<file path="config.mk">
export PLATFORM = sky130hd
export DESIGN_NAME = seg_scan_display
export DESIGN_NICKNAME = d
export VERILOG_FILES = /design/src/rtl/seg_scan_display.sv
export SDC_FILE = /design/constraint.sdc
export NUM_CORES = 1
export LEC_CHECK = 0
export CORE_ASPECT_RATIO = 0.5
export CORE_MARGIN = 3
export CORE_UTILIZATION = 40
export DETAILED_ROUTE_END_ITERATION = 16
export MAX_ROUTING_LAYER = met4
export PLACE_DENSITY = 0.61
export SETUP_SLACK_MARGIN = 0.05
export SLEW_MARGIN = 5
export SYNTH_ARGS = -nofsm -noshare
export SYNTH_HDL_FRONTEND = slang
export SYNTH_SLANG_ARGS = --single-unit
</file>
<file path="constraint.sdc">
create_clock -name clk -period 3.49 [get_ports clk]
set_input_delay 0.5235 -clock clk [delete_from_list [all_inputs] [get_ports clk]]
set_output_delay 0.5235 -clock clk [all_outputs]
set_load 0.02 [all_outputs]
</file>
<file path="src/rtl/seg_scan_display.sv">
// Multiplexed seven-segment scanner with frame-synchronous commit of display values.
// Optional leading-zero blanking is enabled by defining LZ_BLANK_EN.
module seg_scan_display #(
  parameter int unsigned DIGITS         = 4,
  parameter int unsigned CLK_DIV        = 50000,
  parameter bit          AN_ACTIVE_LOW  = 1'b1,
  parameter bit          SEG_ACTIVE_LOW = 1'b1
) (
  input  logic                  clk,
  input  logic                  reset,
  input  logic [4*DIGITS-1:0]   value_i,
  input  logic [DIGITS-1:0]     dp_i,
  input  logic [DIGITS-1:0]     blank_i,
  input  logic                  load_i,
  output logic [DIGITS-1:0]     an,
  output logic [6:0]            seg,
  output logic                  dp,
  output logic                  frame_tick
);

  localparam int unsigned PRE_W = $clog2(CLK_DIV);
  localparam int unsigned IDX_W = (DIGITS > 1) ? $clog2(DIGITS) : 1;
  localparam logic [PRE_W-1:0]  PRE_MAX = PRE_W'(CLK_DIV - 1);
  localparam logic [IDX_W-1:0]  IDX_MAX = IDX_W'(DIGITS - 1);
  localparam logic [DIGITS-1:0] AN_OFF  = {DIGITS{AN_ACTIVE_LOW}};
  localparam logic [6:0]        SEG_OFF = {7{SEG_ACTIVE_LOW}};

  logic [PRE_W-1:0]    presc_q, presc_d;
  logic [IDX_W-1:0]    idx_q, idx_d;
  logic [4*DIGITS-1:0] shd_val_q, shd_val_d, act_val_q, act_val_d;
  logic [DIGITS-1:0]   shd_dp_q, shd_dp_d, act_dp_q, act_dp_d;
  logic [DIGITS-1:0]   shd_blank_q, shd_blank_d, act_blank_q, act_blank_d;
  logic                pending_q, pending_d;
  logic [DIGITS-1:0]   an_q, an_d;
  logic [6:0]          seg_q, seg_d;
  logic                dp_q, dp_d;
  logic                frame_tick_q, frame_tick_d;

  logic                slot_end_c, boundary_c;
  logic [DIGITS-1:0]   lz_c, blank_eff_c, onehot_c;
  logic                zero_run_c;
  logic [3:0]          nib_c;
  logic                sel_dp_c, sel_blank_c;

  function automatic logic [6:0] hex7(input logic [3:0] n);
    case (n)
      4'h0: hex7 = 7'h3F;  4'h1: hex7 = 7'h06;  4'h2: hex7 = 7'h5B;  4'h3: hex7 = 7'h4F;
      4'h4: hex7 = 7'h66;  4'h5: hex7 = 7'h6D;  4'h6: hex7 = 7'h7D;  4'h7: hex7 = 7'h07;
      4'h8: hex7 = 7'h7F;  4'h9: hex7 = 7'h6F;  4'hA: hex7 = 7'h77;  4'hB: hex7 = 7'h7C;
      4'hC: hex7 = 7'h39;  4'hD: hex7 = 7'h5E;  4'hE: hex7 = 7'h79;  default: hex7 = 7'h71;
    endcase
  endfunction

  // Scan timing, shadow capture and frame-boundary commit
  always_comb begin
    presc_d     = presc_q;
    idx_d       = idx_q;
    shd_val_d   = shd_val_q;
    shd_dp_d    = shd_dp_q;
    shd_blank_d = shd_blank_q;
    act_val_d   = act_val_q;
    act_dp_d    = act_dp_q;
    act_blank_d = act_blank_q;
    pending_d   = pending_q;

    slot_end_c = (presc_q == PRE_MAX);
    boundary_c = slot_end_c && (idx_q == IDX_MAX);

    presc_d = slot_end_c ? '0 : presc_q + PRE_W'(1);
    if (slot_end_c) begin
      idx_d = (idx_q == IDX_MAX) ? '0 : idx_q + IDX_W'(1);
    end

    // A load coinciding with the boundary goes straight to the active set
    if (load_i && boundary_c) begin
      act_val_d   = value_i;
      act_dp_d    = dp_i;
      act_blank_d = blank_i;
      pending_d   = 1'b0;
    end else if (load_i) begin
      shd_val_d   = value_i;
      shd_dp_d    = dp_i;
      shd_blank_d = blank_i;
      pending_d   = 1'b1;
    end else if (boundary_c && pending_q) begin
      act_val_d   = shd_val_q;
      act_dp_d    = shd_dp_q;
      act_blank_d = shd_blank_q;
      pending_d   = 1'b0;
    end
  end

  // Digit selection and segment decode for the registered outputs
  always_comb begin
    lz_c        = '0;
    zero_run_c  = 1'b1;
    nib_c       = 4'h0;
    sel_dp_c    = 1'b0;
    sel_blank_c = 1'b0;
    onehot_c    = '0;

`ifdef LZ_BLANK_EN
    // A lit dp breaks the zero run for its digit and everything below it
    for (int k = int'(DIGITS) - 1; k >= 1; k--) begin
      zero_run_c = zero_run_c & (act_val_q[4*k +: 4] == 4'h0) & ~act_dp_q[k];
      lz_c[k]    = zero_run_c;
    end
`else
    zero_run_c = 1'b0;
`endif
    blank_eff_c = act_blank_q | lz_c;

    for (int k = 0; k < int'(DIGITS); k++) begin
      if (IDX_W'(k) == idx_q) begin
        nib_c       = act_val_q[4*k +: 4];
        sel_dp_c    = act_dp_q[k];
        sel_blank_c = blank_eff_c[k];
        onehot_c[k] = 1'b1;
      end
    end

    an_d         = sel_blank_c ? AN_OFF  : (AN_ACTIVE_LOW ? ~onehot_c : onehot_c);
    seg_d        = sel_blank_c ? SEG_OFF : (SEG_ACTIVE_LOW ? ~hex7(nib_c) : hex7(nib_c));
    dp_d         = sel_blank_c ? SEG_ACTIVE_LOW : (sel_dp_c ^ SEG_ACTIVE_LOW);
    frame_tick_d = boundary_c;
  end

  always_ff @(posedge clk or posedge reset) begin
    if (reset) begin
      presc_q      <= '0;
      idx_q        <= '0;
      shd_val_q    <= '0;
      shd_dp_q     <= '0;
      shd_blank_q  <= '0;
      act_val_q    <= '0;
      act_dp_q     <= '0;
      act_blank_q  <= '0;
      pending_q    <= 1'b0;
      an_q         <= AN_OFF;
      seg_q        <= SEG_OFF;
      dp_q         <= SEG_ACTIVE_LOW;
      frame_tick_q <= 1'b0;
    end else begin
      presc_q      <= presc_d;
      idx_q        <= idx_d;
      shd_val_q    <= shd_val_d;
      shd_dp_q     <= shd_dp_d;
      shd_blank_q  <= shd_blank_d;
      act_val_q    <= act_val_d;
      act_dp_q     <= act_dp_d;
      act_blank_q  <= act_blank_d;
      pending_q    <= pending_d;
      an_q         <= an_d;
      seg_q        <= seg_d;
      dp_q         <= dp_d;
      frame_tick_q <= frame_tick_d;
    end
  end

  assign an         = an_q;
  assign seg        = seg_q;
  assign dp         = dp_q;
  assign frame_tick = frame_tick_q;

endmodule

</file>
Word level (Yosys, flattened, before mapping)
Memory sizes are Yosys's and may differ from the RTL's.
Index checks and enable logic that the tools add are counted.
- muxes and demuxes: 33
- equal/unequal tests: 6
- reduce and logical (&&, ||, !) cells: 8
- $lt $le $gt $ge: 0
- divide/modulo/power cells: 0
- bitwise operators: 4
- multiply operators: 0
- shift-type cells: 0
- add/subtract/negate cells: 2
- operators with widths (operator ; count):
    $mux 16 ; 4
    $mux 4 ; 11
    $add 16x1->16 const B ; 1
    $eq 16x16->1 const B ; 1
    $mux 1 ; 16
    $mux 7 ; 1
    $not 7->7 ; 1
    $eq 2x2->1 const A ; 2
    $not 4->4 ; 1
    $reduce_and 2->1 ; 2
    $logic_and 1x1->1 ; 3
    $reduce_bool 3->1 ; 1
    $add 2x1->2 const B ; 1
    $eq 1x2->1 const A ; 1
    $eq 2x2->1 const B ; 1
    $logic_not 2->1 ; 1
    $mux 2 ; 1
    $ne 2x1->1 const B ; 1
    $not 1->1 ; 2
    $reduce_bool 2->1 ; 1
- logic and storage cells: 67
- input port bits: 27
- memory bits (read-only): 112
- RAM bits: 0
- register bits after elaboration: 80
- memories kept: 1
- bits in latches: 0
- memory list (name ; words ; width ; read ports ; clocked after memory_dff ; wr ports ; line ; RTL):
    (name not given) ; 16 ; 7 ; 1 ; 0 ; 0 ; 46 ; case (n)

Longest topological paths before layout
Gate-level depths: netlist of the first run.
An unclocked memory read counts as a cell.
- depth after elaboration: 8
- gate-level depth with buffers: 12
- depth with buffers taken out: 11

Worst setup path before layout of the first run
Ideal clock, no wire load.
- path kind: register to register
- from: register idx_q[1]
- to: register seg_q[0], in the netlist seg[0]
- buffers on the path: 1
- arrival time: 2.422 ns
- period minus slack after synthesis: 2.508 ns
- setup slack: 0.982 ns
- library setup time: 0.086 ns
- stages on the path, launching flop included: 12
- cell sequence: dfrtp_1 -> inv_1 -> ha_1 -> clkbuf_1 -> nor2b_1 -> a221oi_1 -> o31ai_1 -> inv_1 -> ha_1 -> nor3_1 -> a32oi_1 -> nor3b_1
- cells in the longest elaborated chain, start to end: 8
- RTL lines (item ; line ; RTL):
    from (decl) ; 29 ; logic [IDX_W-1:0] idx_q, idx_d;
    from (signal assigned) ; 145 ; idx_q <= idx_d;
    $logic_not 2->1 ; 114 ; if (IDX_W'(k) == idx_q) begin
    $mux 4 (4 in series) ; 114 ;
    $mem_v2 16x7 ; -- ;
    $not 7->7 ; 123 ; seg_d = sel_blank_c ? SEG_OFF : (SEG_ACTIVE_LOW ? ~hex7(nib_c) : hex7(nib_c));
    $mux 7 (*) ; 123 ;
    named net seg_d[0] ; 35 ; logic [6:0] seg_q, seg_d;
    to (signal assigned) ; 154 ; seg_q <= seg_d;
    to (decl) ; 35 ;
Mark *: on every way through the listed nets, which the timed path passes. The rest lies on a longest branch.
A chain may end at the register's enable or synchronous reset.

Worst setup path after layout of the first run
- from: register idx_q[0]
- to: register seg_q[0], in the netlist seg[0]
The elaborated chain is that of the path after synthesis.

==> metrics.md, run 1 <==
| Metric | Value |
|---|---|
| Max_cap viols | 0 |
| Pwr dens | 468 mW/mm^2 |
| Min setup slack post-route | 0.490 ns |
| Placed cell area | 0.00433 sq mm |
| Hold buffer count at cts | 0 |
| CTS Buffer Depth | 2 |
| Crit path launch type | flop |
| Slew @ Worst Pin | 0.849 ns |
| # IOs | 40 |
| Sw frac | 22.0% |
| Combinational power share | 10.0% |
| Area Growth Syn to Fin | 20.4% |
| Nets | 416 |
| Antenna-violating nets left | 0 |
| Main flop type after synthesis | dfrtp_1 |
| Setup TNS | 0 ns |
| Vias in the first global route | 2743 |
| Input/output buffers | 39 |
| Postcts setup bufs | 0 |
| # diodes | 0 |
| Post-synth top area share | 44.2% |
| Synth warn | 0 |
| Die width | 145 microns |
| Max-slew violation count | 0 |
| H-tree level count | 3 |
| Status | finished, final reports clean |
| Clk sinks | 80 |
| Global Route Usage Sum | 16.4% |
| Netlist cell types | 49 |
| Synth async-reset ratio | 100% |
| CTS resizes | 0 |
| Syn Nets | 378 |
| Final core utilization | 51.2% |
| Yosys reg bits | 80 |
| Post-Layout Cell Count | 513 |
| Leak pwr | 2.04 nW |
| Max-slew headroom | 43.4% |
| 1st-pass router iterations | 4 |
| Synth cell count leaders | dfrtp_1, nand2_1, a22oi_1, mux2_4, o21ai_1 |
| Layout fillers | 789 |
| WL per Instance | 15.6 microns |
| Starting density of the core | 42.6% |
| Clock-pin slew on the worst setup and hold paths | 0.06 ns |
| DP HPWL | 5750 microns |
| WHS | 0.478 ns |
| Critical path required time | 3.74 ns |
| Flop pwr share | 46.7% |
| RSZ-0062 raised after global routing | no |
| Clock share of power | 43.3% |
| Share of layout cells above drive strength 1 | 16.4% |
| FP Rows | 24 |
| Cts bufs inserted | 9 |
| Period minus WS final | 3.00 ns |
| Crit Path Class | flop to flop |
| Critical Path End Type | flop |
| Cell Area, Synth | 0.00385 sq mm |
| Largest net degree at the start of global routing | 81 |
| Worst Path Max Fanout | 6 |
| Clock Skew | 0.00760 ns |
| Number of flops mapped to enable cells by yosys | 0 |
| Post-Synthesis Cells | 340 |
| Max IR drop VDD | 0.264 mV |
| Final setup viols | 0 |
| Data arrival, critical path | 3.25 ns |
| Post-synth top area cell | dfrtp_1 |
| Core footprint | 0.00904 sq mm |
| Total power | 2.17 mW |
| Initial DRC Count | 165 |
| Initial antenna violation count | 0 |
| Period Utilization, post-route | 86.0% |
| Final Routed Wirelength | 8030 microns |
| DRC Markers | 0 |
| Net Sw Power | 0.476 mW |
| Final Hold Vio Count | 0 |
| Hold WC Path Type | flop to flop |
| Die ar. | 0.0109 sq mm |
| Int Pwr | 1.69 mW |
| Max Clock Freq | 333 MHz |
| Worst-Skew Late Latency | 0.33 ns |
| First-pass GRT wire length | 13500 microns |
| Fin area | 0.00463 sq mm |
| Area contributors post-synth | dfrtp_1, dfstp_2, mux2_4, a22oi_1, nand2_1 |
| Total number of vias | 2715 |
| Syn Area/Cell | 11.3 sq um |
| CTS tree | done |
| R2r setup slk | 0.49 ns |
| Placed cells | 497 |
| Pre-CTS setup slack | 0.537 ns |
| Grt total ovfl | 0 |
| Placer Congestion | 0.930 |
| Vias per inst | 5.29 |
| Most numerous cell in the Yosys netlist | dfrtp_1 |
| Register area share after synthesis | 52.4% |
| Die height | 75.4 microns |
| CTS root buf | clkbuf_16 |
per-layer routing:
metal	track usage (%)	vias up	wire, microns
li1	-	1299	-
met1	22.5	1362	4000
met2	23.9	49	3600
met4	4.55	0	44
met5	-	-	0
met3	4.89	5	381
sequential cells by signal (all words and copies together), names as in the netlist:
name         cells
shd_dp_q         4
pending_q        1
act_val_q       16
act_blank_q      4
presc_q         16
an               4
shd_blank_q      4
seg              7
dp               1
shd_val_q       16
act_dp_q         4
idx_q            2
frame_tick       1
cell usage in the layout (no fill, tap or decap), drive strengths merged, types with 7 or more instances in the layout:
cell type	Yosys	routed
ha	11	11
inv	11	11
nand3	8	8
a21oi	8	8
nor2	17	17
clkbuf	9	13
a22oi	22	22
o21ai	27	27
xor2	7	7
o22ai	8	8
nand2	42	42
dfstp	12	12
mux2	24	24
clkdlybuf4s50	0	39
dfrtp	68	68
critical path: stages, from the launching register on:
cell and delay, ns:
dfrtp_1 0.40, inv_1 0.12, ha_1 0.24, nor2b_1 0.28, a221oi_1 0.13, o31ai_1 0.67
inv_1 0.22, ha_1 0.31, nor3_1 0.31, a32oi_1 0.09, nor3b_1 0.16
power by group through the flow:
stage               combinational [mW]  clock (mW)  sequential, mW
floorplan                        0.130           0            1.03
global placement                 0.213           0            1.03
detailed placement               0.219           0            1.03
CTS                              0.220       0.961            1.01
global route                     0.238       0.997            1.02
finish                           0.217       0.938            1.01
logic make-up (layout without fill, tap and decap cells):
logic type	after synthesis	in the layout	synth area share, %
adder cells (fa/ha/maj)	11	11	3.58
XOR/XNOR	13	13	2.96
buffers and inverters	28	71	4.10
multiplexers	27	27	9.76
flip-flops	80	80	52.4
AO/OA/AOI/OAI	82	82	14.1
AND/OR/NAND/NOR	99	99	13.1
final timing paths:
kind	startpoint	endpoint	cells past startpoint
worst min register to register	presc_q[0]	presc_q[0]	1
max in group asynchronous	reset	seg[0]	3
worst max-delay path	idx_q[0]	seg[0]	10
worst min-delay path	presc_q[0]	presc_q[0]	1
worst max register to register	idx_q[0]	seg[0]	10
min in group asynchronous	reset	shd_val_q[4]	3
area by class of cell:
cell class,count,area (sq um),share of cell area (%)
clock buffer,13,260,5.62
multi-input combinational,232,1670,36.1
clock inverter,3,40.0,0.864
sequential,80,2020,43.5
tap,130,163,3.51
timing repair buffer,43,433,9.35
inverter,12,46.3,0.999
No activity file was read; power rests on OpenSTA's default activity.
==> run 2, diff against run 1 <==
==> constraint.sdc (replaced) <==
create_clock -name clk -period 3.49 [get_ports clk]
set_input_delay 0.5235 -clock clk [delete_from_list [all_inputs] [get_ports clk]]
set_output_delay 0.5235 -clock clk [all_outputs]
set_load 0.1 [all_outputs]
==> results of run 2 <==
Same layout as run 1 (identical final DEF). Status: finished, final reports clean.
Main changes from that run: total power 2.17 mW -> 2.22 mW
==> run 3, diff against run 2 <==
Clock period 3.49 ns to 3.67 ns, I/O delays scaled along.
==> metrics.md, run 3 (synthesized netlist as in run 1, its figures left out) <==
| Metric | Value |
|---|---|
| Status | finished, final reports clean |
| H-tree level count | 3 |
| CTS root buf | clkbuf_16 |
| Max_cap viols | 0 |
| Die height | 75.4 microns |
| Setup TNS | 0 ns |
| Final setup viols | 0 |
| Global Route Usage Sum | 17.3% |
| Period minus WS final | 3.04 ns |
| CTS Buffer Depth | 2 |
| Post-Layout Cell Count | 514 |
| Slew @ Worst Pin | 0.975 ns |
| Final Routed Wirelength | 8100 microns |
| Total power | 2.15 mW |
| First-pass GRT wire length | 14000 microns |
| Nets | 417 |
| Placer Congestion | 0.914 |
| Total number of vias | 2725 |
| DRC Markers | 0 |
| Pwr dens | 462 mW/mm^2 |
| Net Sw Power | 0.524 mW |
| Placed cells | 498 |
| Grt total ovfl | 0 |
| Initial antenna violation count | 0 |
| Vias per inst | 5.30 |
| Combinational power share | 12.1% |
| CP max stage delay | 0.68 ns |
| Delay-heaviest family, CP | compound AO/OA/AOI/OAI gates |
| Vias in the first global route | 2781 |
| Clock-pin slew on the worst setup and hold paths | 0.06 ns |
| Clk sinks | 80 |
| Final Hold Vio Count | 0 |
| Cts bufs inserted | 9 |
| Area Growth Syn to Fin | 20.8% |
| 1st-pass router iterations | 5 |
| Period Utilization, post-route | 82.8% |
| Biggest regs | act_val_q (16), presc_q (16), shd_val_q (16) |
| Flop pwr share | 44.8% |
| Hold buffer count at cts | 0 |
| Postcts setup bufs | 0 |
| Die width | 145 microns |
| Starting density of the core | 42.6% |
| # diodes | 0 |
| Worst-Skew Late Latency | 0.34 ns |
| RSZ-0062 raised after global routing | no |
| Commonest non-fill, non-tap cell in the layout | dfrtp_1 |
| Int Pwr | 1.62 mW |
| Share of layout cells above drive strength 1 | 16.9% |
| Largest net degree at the start of global routing | 30 |
| # IOs | 40 |
| FP Rows | 24 |
| CTS resizes | 0 |
| CTS tree | done |
| Core footprint | 0.00904 sq mm |
| Input/output buffers | 39 |
| Die ar. | 0.0109 sq mm |
| DP HPWL | 5840 microns |
| Sw frac | 24.4% |
| Worst Path Max Fanout | 6 |
| Critical Path End Type | flop |
| Max Clock Freq | 329 MHz |
| Crit path launch type | flop |
| Antenna-violating nets left | 0 |
| Crit-path cells | inv_1 > ha_1 > nor2b_1 > a221oi_1 > o31ai_1 > inv_1 > ha_1 > nor3_1 > a32oi_1 > nor3b_1 |
| CP max stage cell | o31ai_1 |
| Initial DRC Count | 209 |
| WL per Instance | 15.8 microns |
| Worst Path Buf+Inv | 2 |
| Data arrival, critical path | 3.29 ns |
| Leak pwr | 2.05 nW |
| Crit Path Class | flop to flop |
| Max-slew headroom | 34.8% |
| Hold WC Path Type | flop to flop |
| Max-slew violation count | 0 |
| Commonest cells after routing, fill and taps aside | dfrtp_1, nand2_1, clkdlybuf4s50_1 |
| Max IR drop VDD | 0.217 mV |
| Critical path required time | 3.92 ns |
| Clock Skew | 0.00732 ns |
| Clock share of power | 43.1% |
[run 3: cell types whose count changed in the layout (fill, tap and decap cells not counted), sizes merged]
| cell | before | now |
|---|---|---|
| buf | 4 | 5 |
| bufinv | 1 | 0 |
| inv | 11 | 12 |
[run 3: final timing paths]
kind,from,end,slack (ns),depth (start not counted)
max,idx_q[0],seg[0],0.63,10
min,presc_q[13],presc_q[13],0.48,1
max reg2reg,idx_q[0],seg[0],0.63,10
min reg2reg,presc_q[13],presc_q[13],0.48,1
max in group asynchronous,reset,act_val_q[2],2.31,3
min in group asynchronous,reset,shd_val_q[15],0.58,2
[run 3: area by class of cell]
type / instances / area (sq um)
Fill cell: 787 / 4390
Sequential cell: 80 / 2020
Multi-Input combinational cell: 232 / 1670
Timing Repair Buffer: 44 / 428
Clock buffer: 13 / 304
Tap cell: 130 / 163
Inverter: 12 / 46.3
Clock inverter: 3 / 16.3
[run 3: power by group through the flow]
stage	Combinational [mW]	Sequential, mW	Clock (mW)
floorplan	0.124	1.04	0
global placement	0.257	0.975	0
detailed placement	0.262	0.976	0
CTS	0.263	0.961	0.951
global route	0.283	0.966	0.994
finish	0.260	0.961	0.926
[run 3: routing by layer]
| metal | up-vias | track usage [%] | routed length [microns] |
|---|---|---|---|
| met2 | 59 | 25.6 | 3540 |
| met5 | - | - | 0 |
| li1 | 1302 | - | - |
| met4 | 0 | 5.07 | 85 |
| met1 | 1355 | 23.6 | 4040 |
| met3 | 9 | 4.83 | 435 |
[run 3: worst reg2reg max path: stages (launching register included)]
cell	delay, ns
dfrtp_1	0.40
inv_1	0.13
ha_1	0.23
nor2b_1	0.32
a221oi_1	0.13
o31ai_1	0.68
inv_1	0.21
ha_1	0.30
nor3_1	0.29
a32oi_1	0.10
nor3b_1	0.16
[run 3: per-stage QoR]
stage / instance area, sq um / utilization (%) / setup slack [ns] / hold WS (ns)
CTS: 4650 / 51.4 / 0.667 / 0.489
global route: 4650 / 51.4 / 0.340 / 0.516
floorplan: 3850 / - / 1.09 / 0.441
global placement: 4330 / 47.9 / 1.03 / 0.471
finish: 4650 / 51.4 / 0.630 / 0.482
detailed placement: 4330 / 47.9 / 0.727 / 0.478
